## src/rtl/neuron_train_driver_pkg.sv

```systemverilog
// Shared definitions for the neuron training driver: fixed-point value
// types, the driver FSM state encoding and a small magnitude helper.
package neuron_train_driver_pkg;

    // Unsigned fraction in [0,1]: 8'h00 is 0.0, 8'hFF is ~1.0.
    typedef logic [7:0] zero2one_t;

    // Signed difference of two zero2one_t values (one extra bit for sign).
    typedef logic signed [8:0] frac_t;

    // Driver sequencing states.
    typedef enum logic [2:0] {
        ST_IDLE,
        ST_PRESENT,
        ST_SETTLE,
        ST_LEARN,
        ST_FINISH
    } state_t;

    localparam int ERR_W = 16;

    // |a - b| computed in signed arithmetic; result always fits zero2one_t.
    function automatic zero2one_t abs_diff(input zero2one_t a, input zero2one_t b);
        frac_t d;
        d = frac_t'({1'b0, a}) - frac_t'({1'b0, b});
        return (d < 0) ? zero2one_t'(-d) : zero2one_t'(d);
    endfunction

endpackage

```

## src/rtl/neuron_train_driver_if.sv

```systemverilog
// Sample-load handshake bus between a sample source (master) and the
// training driver (slave).
interface neuron_train_driver_if #(
    parameter int N = 16,
    parameter int M = 25
);
    import neuron_train_driver_pkg::*;

    logic                  load_valid;
    logic                  load_ready;
    zero2one_t [N-1:0]     load_in;
    zero2one_t [M-1:0]     load_expected;

    modport master (
        output load_valid,
        output load_in,
        output load_expected,
        input  load_ready
    );

    modport slave (
        input  load_valid,
        input  load_in,
        input  load_expected,
        output load_ready
    );

endinterface

```

## src/rtl/neuron_train_driver_sample_buffer.sv

```systemverilog
// train_sample_buffer: storage for training samples (inputs + targets).
// One synchronous write port, one combinational read port by index.
// Contents are never reset; the fill level is tracked by the driver.
module train_sample_buffer
    import neuron_train_driver_pkg::*;
#(
    parameter int N     = 16,
    parameter int M     = 25,
    parameter int DEPTH = 8,
    parameter int AW    = (DEPTH > 1) ? $clog2(DEPTH) : 1
) (
    input  logic              clock,
    input  logic              we,
    input  logic [AW-1:0]     waddr,
    input  zero2one_t [N-1:0] wr_in,
    input  zero2one_t [M-1:0] wr_exp,
    input  logic [AW-1:0]     raddr,
    output zero2one_t [N-1:0] rd_in,
    output zero2one_t [M-1:0] rd_exp
);

    zero2one_t [N-1:0] mem_in  [DEPTH];
    zero2one_t [M-1:0] mem_exp [DEPTH];

    // Write one sample entry per accepted load.
    always_ff @(posedge clock) begin
        if (we) begin
            mem_in[waddr]  <= wr_in;
            mem_exp[waddr] <= wr_exp;
        end
    end

    assign rd_in  = mem_in[raddr];
    assign rd_exp = mem_exp[raddr];

endmodule

```

## src/rtl/neuron_train_driver.sv

```systemverilog
// neuron_train_driver: replays a buffer of training samples into a neuron
// layer for a number of epochs, presenting each sample, letting the layer
// settle, then pulsing learn. Optional build macro ERR_COUNT_EN adds
// per-sample output comparison and an epoch miss counter on err_count;
// without it err_count is tied to zero and net_out is ignored.
module neuron_train_driver
    import neuron_train_driver_pkg::*;
#(
    parameter int N      = 16,
    parameter int M      = 25,
    parameter int DEPTH  = 8,
    parameter int SETTLE = 2,
    parameter int TOL    = 0
) (
    input  logic                  clock,
    input  logic                  reset_n,
    neuron_train_driver_if.slave  load,
    input  logic                  clear,
    input  logic                  start,
    input  logic [15:0]           epochs,
    output logic                  busy,
    output logic                  done,
    output logic                  valid,
    output logic                  learn,
    output zero2one_t [N-1:0]     in,
    output zero2one_t [M-1:0]     expected_out,
    input  zero2one_t [M-1:0]     net_out,
    output logic [ERR_W-1:0]      err_count
);

    localparam int AW = (DEPTH > 1) ? $clog2(DEPTH) : 1;
    localparam int CW = $clog2(DEPTH + 1);
    localparam int SW = (SETTLE > 1) ? $clog2(SETTLE) : 1;

    state_t            state, state_nx;
    logic [CW-1:0]     count, count_eff;
    logic [AW-1:0]     idx;
    logic [15:0]       epoch_cnt, epochs_lat;
    logic [SW-1:0]     settle_cnt;
    logic              wr_en, last_sample, last_epoch, presenting;
    zero2one_t [N-1:0] rd_in;
    zero2one_t [M-1:0] rd_exp;

    train_sample_buffer #(.N(N), .M(M), .DEPTH(DEPTH), .AW(AW)) u_buf (
        .clock  (clock),
        .we     (wr_en),
        .waddr  (count[AW-1:0]),
        .wr_in  (load.load_in),
        .wr_exp (load.load_expected),
        .raddr  (idx),
        .rd_in  (rd_in),
        .rd_exp (rd_exp)
    );

    // Loads are only taken while idle and not full; clear beats a load.
    assign load.load_ready = (state == ST_IDLE) && (count < CW'(DEPTH));
    assign wr_en           = load.load_valid && load.load_ready && !clear;
    // Fill level a coincident start will run with.
    assign count_eff       = clear ? '0 : (wr_en ? count + CW'(1) : count);
    assign last_sample     = (CW'(idx) == count - CW'(1));
    assign last_epoch      = (epoch_cnt == epochs_lat - 16'd1);
    assign presenting      = (state == ST_PRESENT) || (state == ST_SETTLE) ||
                             (state == ST_LEARN);

    assign busy         = (state != ST_IDLE);
    assign done         = (state == ST_FINISH);
    assign valid        = (state == ST_PRESENT);
    assign learn        = (state == ST_LEARN);
    assign in           = presenting ? rd_in  : '0;
    assign expected_out = presenting ? rd_exp : '0;

    // State register.
    always_ff @(posedge clock or negedge reset_n) begin
        if (!reset_n) state <= ST_IDLE;
        else          state <= state_nx;
    end

    // Next-state sequencing: present, settle, learn per sample.
    always_comb begin
        state_nx = state;
        unique case (state)
            ST_IDLE:    if (start) state_nx = (count_eff == '0 || epochs == 16'd0) ?
                                              ST_FINISH : ST_PRESENT;
            ST_PRESENT: state_nx = (SETTLE == 0) ? ST_LEARN : ST_SETTLE;
            ST_SETTLE:  if (settle_cnt == SW'(SETTLE - 1)) state_nx = ST_LEARN;
            ST_LEARN:   state_nx = (last_sample && last_epoch) ? ST_FINISH : ST_PRESENT;
            ST_FINISH:  state_nx = ST_IDLE;
            default:    state_nx = ST_IDLE;
        endcase
    end

    // Buffer fill level, sample index, epoch and settle counters.
    always_ff @(posedge clock or negedge reset_n) begin
        if (!reset_n) begin
            count      <= '0;
            idx        <= '0;
            epoch_cnt  <= '0;
            epochs_lat <= '0;
            settle_cnt <= '0;
        end else begin
            unique case (state)
                ST_IDLE: begin
                    if (clear)      count <= '0;
                    else if (wr_en) count <= count + CW'(1);
                    if (start) begin
                        epochs_lat <= epochs;
                        idx        <= '0;
                        epoch_cnt  <= '0;
                    end
                end
                ST_PRESENT: settle_cnt <= '0;
                ST_SETTLE:  settle_cnt <= settle_cnt + SW'(1);
                ST_LEARN: begin
                    if (last_sample) begin
                        idx       <= '0;
                        epoch_cnt <= epoch_cnt + 16'd1;
                    end else begin
                        idx <= idx + AW'(1);
                    end
                end
                default: ;
            endcase
        end
    end

`ifdef ERR_COUNT_EN
    logic [M-1:0]      lane_miss;
    logic              sample_miss;
    logic [ERR_W-1:0]  miss_cnt, miss_total;

    function automatic logic [ERR_W-1:0] sat_inc(input logic [ERR_W-1:0] v, input logic inc);
        return (inc && v != {ERR_W{1'b1}}) ? v + ERR_W'(1) : v;
    endfunction

    // Per-neuron tolerance check of the layer output against the target.
    always_comb begin
        lane_miss = '0;
        for (int j = 0; j < M; j++)
            lane_miss[j] = abs_diff(net_out[j], expected_out[j]) > zero2one_t'(TOL);
    end

    assign sample_miss = |lane_miss;
    assign miss_total  = sat_inc(miss_cnt, sample_miss);

    // Accumulate misses over an epoch and publish at the epoch boundary.
    always_ff @(posedge clock or negedge reset_n) begin
        if (!reset_n) begin
            miss_cnt  <= '0;
            err_count <= '0;
        end else if (state == ST_IDLE && start) begin
            miss_cnt <= '0;
        end else if (state == ST_LEARN) begin
            if (last_sample) begin
                err_count <= miss_total;
                miss_cnt  <= '0;
            end else begin
                miss_cnt <= miss_total;
            end
        end
    end
`else
    logic unused_net_out;
    assign unused_net_out = ^net_out;
    assign err_count      = '0;
`endif

endmodule

```

## src/flat_wrapper.sv

```systemverilog
// flat-port wrapper written by rule: the top's interface ports become plain ports
module neuron_train_driver_flat import neuron_train_driver_pkg::*;
#(
    parameter int N      = 16,
    parameter int M      = 25,
    parameter int DEPTH  = 8,
    parameter int SETTLE = 2,
    parameter int TOL    = 0
)
  (clock, reset_n, clear, start, epochs, busy, done, valid, learn, in, expected_out, net_out, err_count, load_load_valid, load_load_in, load_load_expected, load_load_ready);
  neuron_train_driver_if #(.N(N), .M(M)) load_i ();
  input  logic clock;
  input  logic reset_n;
  input  logic clear;
  input  logic start;
  input  logic [15:0] epochs;
  output logic busy;
  output logic done;
  output logic valid;
  output logic learn;
  output zero2one_t [N-1:0] in;
  output zero2one_t [M-1:0] expected_out;
  input  zero2one_t [M-1:0] net_out;
  output logic [ERR_W-1:0] err_count;
  input wire logic [$bits(load_i.load_valid)-1:0] load_load_valid;
  input wire logic [$bits(load_i.load_in)-1:0] load_load_in;
  input wire logic [$bits(load_i.load_expected)-1:0] load_load_expected;
  output wire logic [$bits(load_i.load_ready)-1:0] load_load_ready;
  assign load_i.load_valid = load_load_valid;
  assign load_i.load_in = load_load_in;
  assign load_i.load_expected = load_load_expected;
  assign load_load_ready = load_i.load_ready;
  neuron_train_driver #(.N(N), .M(M), .DEPTH(DEPTH), .SETTLE(SETTLE), .TOL(TOL)) u_core (.clock(clock), .reset_n(reset_n), .load(load_i), .clear(clear), .start(start), .epochs(epochs), .busy(busy), .done(done), .valid(valid), .learn(learn), .in(in), .expected_out(expected_out), .net_out(net_out), .err_count(err_count));
endmodule
```

## config.mk

```make
export PLATFORM = sky130hd
export DESIGN_NAME = neuron_train_driver_flat
export DESIGN_NICKNAME = d
export VERILOG_FILES = /design/src/rtl/neuron_train_driver_pkg.sv /design/src/rtl/neuron_train_driver_if.sv /design/src/rtl/neuron_train_driver_sample_buffer.sv /design/src/rtl/neuron_train_driver.sv /design/src/flat_wrapper.sv
export SDC_FILE = /design/constraint.sdc
export NUM_CORES = 2
export LEC_CHECK = 0
export BUFFER_PORTS_ARGS = -buffer_cell sky130_fd_sc_hd__buf_2
export CORE_MARGIN = 10
export CORE_UTILIZATION = 55
export DETAILED_ROUTE_END_ITERATION = 12
export PLACE_DENSITY = 0.75
export SLEW_MARGIN = 20
export SYNTH_ARGS = -nofsm -noshare
export SYNTH_HDL_FRONTEND = slang
export SYNTH_SLANG_ARGS = --single-unit
```

## constraint.sdc

```tcl
create_clock -name clock -period 35.4 [get_ports clock]
set_clock_uncertainty 0.2 [all_clocks]
set_input_delay 7.08 -clock clock [delete_from_list [all_inputs] [get_ports clock]]
set_output_delay 7.08 -clock clock [all_outputs]
set_load 0.01 [all_outputs]
```

Word-level counts from Yosys, hierarchy flattened
Memories as Yosys holds them, arrays and structs flattened.
Cells that the tools add are included.

cells by class
  equal/unequal tests = 9
  order comparisons = 1
  muxes and demuxes = 18
  $add $sub $neg = 6
  reduce and logical (&&, ||, !) cells = 18

operators with widths
  kind                                                  count
  two-way mux 200 bit                                   1
  two-way mux 128 bit                                   1
  two-way mux 16 bit                                    2
  case mux 16 bit (2 select lines)                      1
  two-way mux 3 bit                                     6
  adder 16 x 1 -> 16 bit (second input constant)        1
  equality test 16 bit                                  1
  zero test 16 bit                                      1
  subtractor 16 x 1 -> 16 bit (second input constant)   1
  case mux 3 bit (4 select lines)                       1
  two-way mux 4 bit                                     2
  equality test 3 x 2 -> 1 bit (second input constant)  2
  case mux 3 bit (2 select lines)                       1
  AND reduction 2 bit                                   3
  adder 4 x 1 -> 4 bit (second input constant)          1
  equality test 3 x 4 -> 1 bit                          1
  logical AND 1 bit                                     4
  zero test 4 bit                                       1
  < comparator 4 bit (second input constant)            1
  != test 2 x 1 -> 1 bit (second input constant)        2
  nonzero test 2 bit                                    2
  subtractor 4 x 1 -> 4 bit (second input constant)     1
  adder 3 x 1 -> 3 bit (second input constant)          1
  equality test 3 x 1 -> 1 bit (second input constant)  1
  other kinds (10)                                      13

storage, ports and cells
  word-level logic and storage cells = 60
  memories = 2
  output and inout port bits = 349
  bits in writable memories = 2624
  bits of input ports = 549
  flip-flop bits (word level) = 43

memory list
  name                  depth  width  read ports  clocked after Yosys merged registers in  wr ports  line                                     RTL
  u_core.u_buf.mem_exp  8      200    1           0                                        1         neuron_train_driver_sample_buffer.sv:23  zero2one_t [M-1:0] mem_exp [DEPTH];
  u_core.u_buf.mem_in   8      128    1           0                                        1         neuron_train_driver_sample_buffer.sv:22  zero2one_t [N-1:0] mem_in [DEPTH];

Longest topological paths before layout
  depth in word-level cells = 11
  mapped depth = 11
  mapped depth without buffers = 8

By module
Synthesis repeated with hierarchy kept, for this count alone.

unflattened totals
  cells, all modules = 4508
  area total of the unflattened synthesis = 104192.4 sq um

by module, submodules not included
  module               sequential area each (sq um)  times used  area each (sq um)  cells an instance
  train_sample_buffer  78795.6                       1           99127.6            3803
  neuron_train_driver  1076.0                        1           5064.9             705

Worst setup path after synthesis
No wires, ideal clock.

  path kind = input port to flip-flop
  from = in load_load_valid
  to = mem u_core.u_buf.mem_exp[0][0] (netlist name) (enable)
  path buffers = 0
  cell stages on the path = 4
  arrival time = 30.116 ns
  required time = 33.778 ns
  setup slack = 3.662 ns
  library setup time = 1.422 ns
  cell sequence = nor4b_1 nor3b_1 nand2_1 nor3_1

on the way
  cells in the longest elaborated chain, start to end = 4

ends and longest elaborated chain
  item                                     line                                     RTL
  start, declared                          flat_wrapper.sv:25                       input wire logic [$bits(load_i.load_valid)-1:0] load_load_valid;
  logical AND 1 bit (2 in series)          neuron_train_driver.sv:57                assign wr_en = load.load_valid && load.load_ready && !clear;
  two-way mux 1 bit                        neuron_train_driver_sample_buffer.sv:27  if (we) begin
  two-way mux 1 bit (implied by the code)  neuron_train_driver_sample_buffer.sv:29  mem_exp[waddr] <= wr_exp;
  end, declared                            neuron_train_driver_sample_buffer.sv:23

Every way passes these cells.

==> key figures <==
Timing
  – Fin crit share: 0.390
  – Final setup vio count: 0
  – Worst hold margin: 0.319 ns
  – Final Max Slew Viols: 0
  – Slew @ Worst Pin: 1.24 ns
  – Unrepaired setup endpoints after global routing: no
  – Tmin final: 13.81 ns
  – Final Hold Viols: 0
  – Post-Route Setup TNS: 0 ns
  – Slew HR: 0.177
  – Max Freq: 72.4 MHz

Routing
  – Initial DRT Pass Iterations: 6
  – Drt total wl: 226000 microns
  – Avg WL per Cell: 28.2 microns
  – Vias: 48345
  – DRT iter0 DRCs: 4455
  – Vias per Instance: 6.04
  – ANT nets after route: 0
  – Drt drc: 0

Synth
  – Avg Inst Size Synth: 22.6 sq um
  – Post-Synthesis Cell Area: 0.102 sq mm
  – Synth cell types: 54
  – Cells after Synth: 4505
  – #FFs+latches synth: 2667
  – Sequential area share after synthesis: 0.784
  – Synth warnings: 0
  – Number of synthesized flops with an enable pin: 2624
  – Async set-reset flop share out of synthesis: 0.0161
  – Main synth FF type: edfxtp_1

Critical path
  – Setup slack, reg-to-reg: 28.78 ns
  – Startpoint Class: flip-flop
  – CP max-delay cell: dfrtp_4
  – Slowest cell delay on critical path: 1.08 ns
  – Worst reg2reg path depth: 8
  – Critical path class: reg2out
  – Worst-path fanout max: 64
  – Critical Path RT: 28.12 ns
  – Setup crit end kind: primary output
  – Crit path top cell by count: buf_4
  – Critical path cell sequence: buf_4, buf_4, buf_4, buf_4, mux4_2, mux2i_1, nor2_1, buf_2
  – Arrival time at the worst endpoint: 6.53 ns
  – Critical R2R Capture: u_core.u_buf.mem_exp[4][197]
  – R2R Path Start: u_core.state[1]

CTS
  – Post-CTS Setup Bufs: 0
  – Number of gates resized after CTS: 0
  – H-tree depth: 5
  – Clock sinks: 2667
  – Clock Latency Late Sink: 0.92 ns
  – CTS hold repair buffers: 0
  – Clk buf depth: 4
  – CTS tree: done
  – Clock-pin transition on the worst setup and hold timing paths: 0.06 ns
  – Root Driver: clkbuf_16
  – Num CTS Buffers: 279

Global routing
  – Most Crowded Layer GR: met2
  – Largest net degree at the start of global routing: 131
  – M2 GR Usage: 0.360
  – Grt met1 use: 0.285
  – Initial antenna violation count: 123
  – First-pass GRT wire length: 334000 microns
  – Global route total overflow: 0
  – Routing usage on met3: 0.0484
  – GRT Overall Usage: 0.219
  – Vias in the first global route: 49838

Die
  – Initial Util: 0.555
  – Die H: 450 microns
  – Row count: 157
  – Die area: 0.203 sq mm
  – IO Pins: 898
  – Chip width: 450 microns
  – Core ar.: 0.184 sq mm

Cells and area
  – Design area: 0.117 sq mm
  – Nets@finish: 5860
  – Final-layout fill cell count: 11961
  – Register area: 0.0799 sq mm
  – Area of the multi-input gates: 0.0210 sq mm
  – Final non-filler cell total: 8004
  – Layout cells sized above 1: 0.326
  – P&R area growth vs syn: 14.3%

Min path
  – HP Start: u_core.epochs_lat[15]
  – Hold path depth: 2
  – Worst Hold Class: reg2reg
  – Hold Path End: u_core.epochs_lat[15]

Run
  – Max Cap Viol: 0

Pwr
  – Worst IR drop on VDD: 56.6 uV
  – Power per cell area: 68.8 mW/mm^2
  – Leak pwr: 0.0369 uW

Place
  – HPWL after detailed placement: 128000 microns
  – Placer Congestion: 0.758
  – Dpl cells: 7489
  – Post-DP Area: 0.108 sq mm
  – Buffers on Ports: 681

Outcome
  – Status: finished clean
[worst max-delay path by stage]
stage / from / end / slack, ns / depth (start not counted)
final: u_core.idx[1] / in[3] / 21.59 / 8
after global routing: u_core.idx[1] / in[19] / 21.25 / 8
after CTS: u_core.idx[1] / in[3] / 21.45 / 8
after detailed placement: load_load_valid / u_core.u_buf.mem_exp[4][198] / 22.14 / 9
after global placement: load_load_valid / u_core.u_buf.mem_exp[4][198] / 22.24 / 9
after floorplan: load_load_valid / u_core.u_buf.mem_exp[0][0] / 3.66 / 4
[placed cells by master (no fill, tap or decap), types with 6 or more instances in the layout]
cell and count:
o21ai_1 10, a21oi_1 8, buf_4 68, a211oi_1 7
nor2_4 6, clkinvlp_4 7, clkinv_1 53, xor2_1 12
xnor2_1 26, nand2b_1 6, mux4_2 656, bufinv_16 9
mux2i_1 332, conb_1 16, clkbuf_16 289, buf_12 10
inv_1 13, dfrtp_1 40, nor2_1 355, clkbuf_1 56
diode_2 51, edfxtp_1 2624, buf_2 681, nand2_1 62
nor4_1 13, clkinv_2 42
[power breakdown]
| group | leakage, uW | switching, uW | internal [uW] | total (uW) |
|---|---|---|---|---|
| clock | 0.00404 | 1130 | 1550 | 2680 |
| sequential | 0.0242 | 59.6 | 3600 | 3660 |
| combinational | 0.00863 | 961 | 725 | 1690 |
[worst max-delay path, delay by kind of cell (launching register included)]
kind,cells,cell delay [ns]
muxes,2,0.85
and+or+nand+nor,1,0.08
DFF,1,1.08
buffers and inverters,5,3.41
[stage by stage]
stage                util  power, uW  setup slack (ns)
floorplan               -       4920              3.66
global placement    0.589       5420             22.24
detailed placement  0.589       5440             22.14
CTS                 0.634       8110             21.45
global route        0.634       8340             21.25
finish              0.634       8020             21.59
[flip-flops by register name, summed over array words and instances (netlist names)]
| register | count |
|---|---|
| u_core.u_buf.mem_exp | 1600 |
| u_core.u_buf.mem_in | 1024 |
| u_core.epoch_cnt | 16 |
| u_core.epochs_lat | 16 |
| u_core.count | 4 |
| u_core.idx | 3 |
| u_core.state | 3 |
| u_core.settle_cnt | 1 |
[cell usage after synthesis, types with 10 or more instances]
master | instances | share of area
buf_1 | 62 | 0.0023
buf_2 | 67 | 0.0033
buf_4 | 16 | 0.0012
clkbuf_1 | 109 | 0.0040
dfrtp_1 | 43 | 0.011
edfxtp_1 | 2624 | 0.77
inv_1 | 13 | 0.00048
mux2i_1 | 332 | 0.033
mux4_2 | 656 | 0.14
nand2_1 | 62 | 0.0023
nor2_1 | 361 | 0.013
nor4_1 | 13 | 0.00080
o21ai_1 | 10 | 0.00049
xnor2_1 | 26 | 0.0022
xor2_1 | 12 | 0.0010
[cell type report]
class,count,area share
repair buffers,760,0.0354
flip-flops and latches,2667,0.686
clock buffers,345,0.0639
diodes,51,0.00110
multi-input cells,1583,0.180
inverters,15,0.000483
well taps,2464,0.0265
clock inverters,119,0.00688
[layer usage]
layer	vias up	share of wire
li1	20319	-
met3	564	0.071
met2	2030	0.51
met4	70	0.043
met5	-	0.0020
met1	25362	0.37
[kinds of logic after synthesis]
logic type                 synth area share
buffers and inverters                0.0114
AOI/OAI and AO/OA                   0.00371
adders and majority gates          0.000614
DFF                                   0.784
and+or+nand+nor                      0.0196
other                             0.0000368
muxes                                 0.178
xor gates and xnor gates            0.00327
Note: power is estimated with default switching activity, not from simulation.
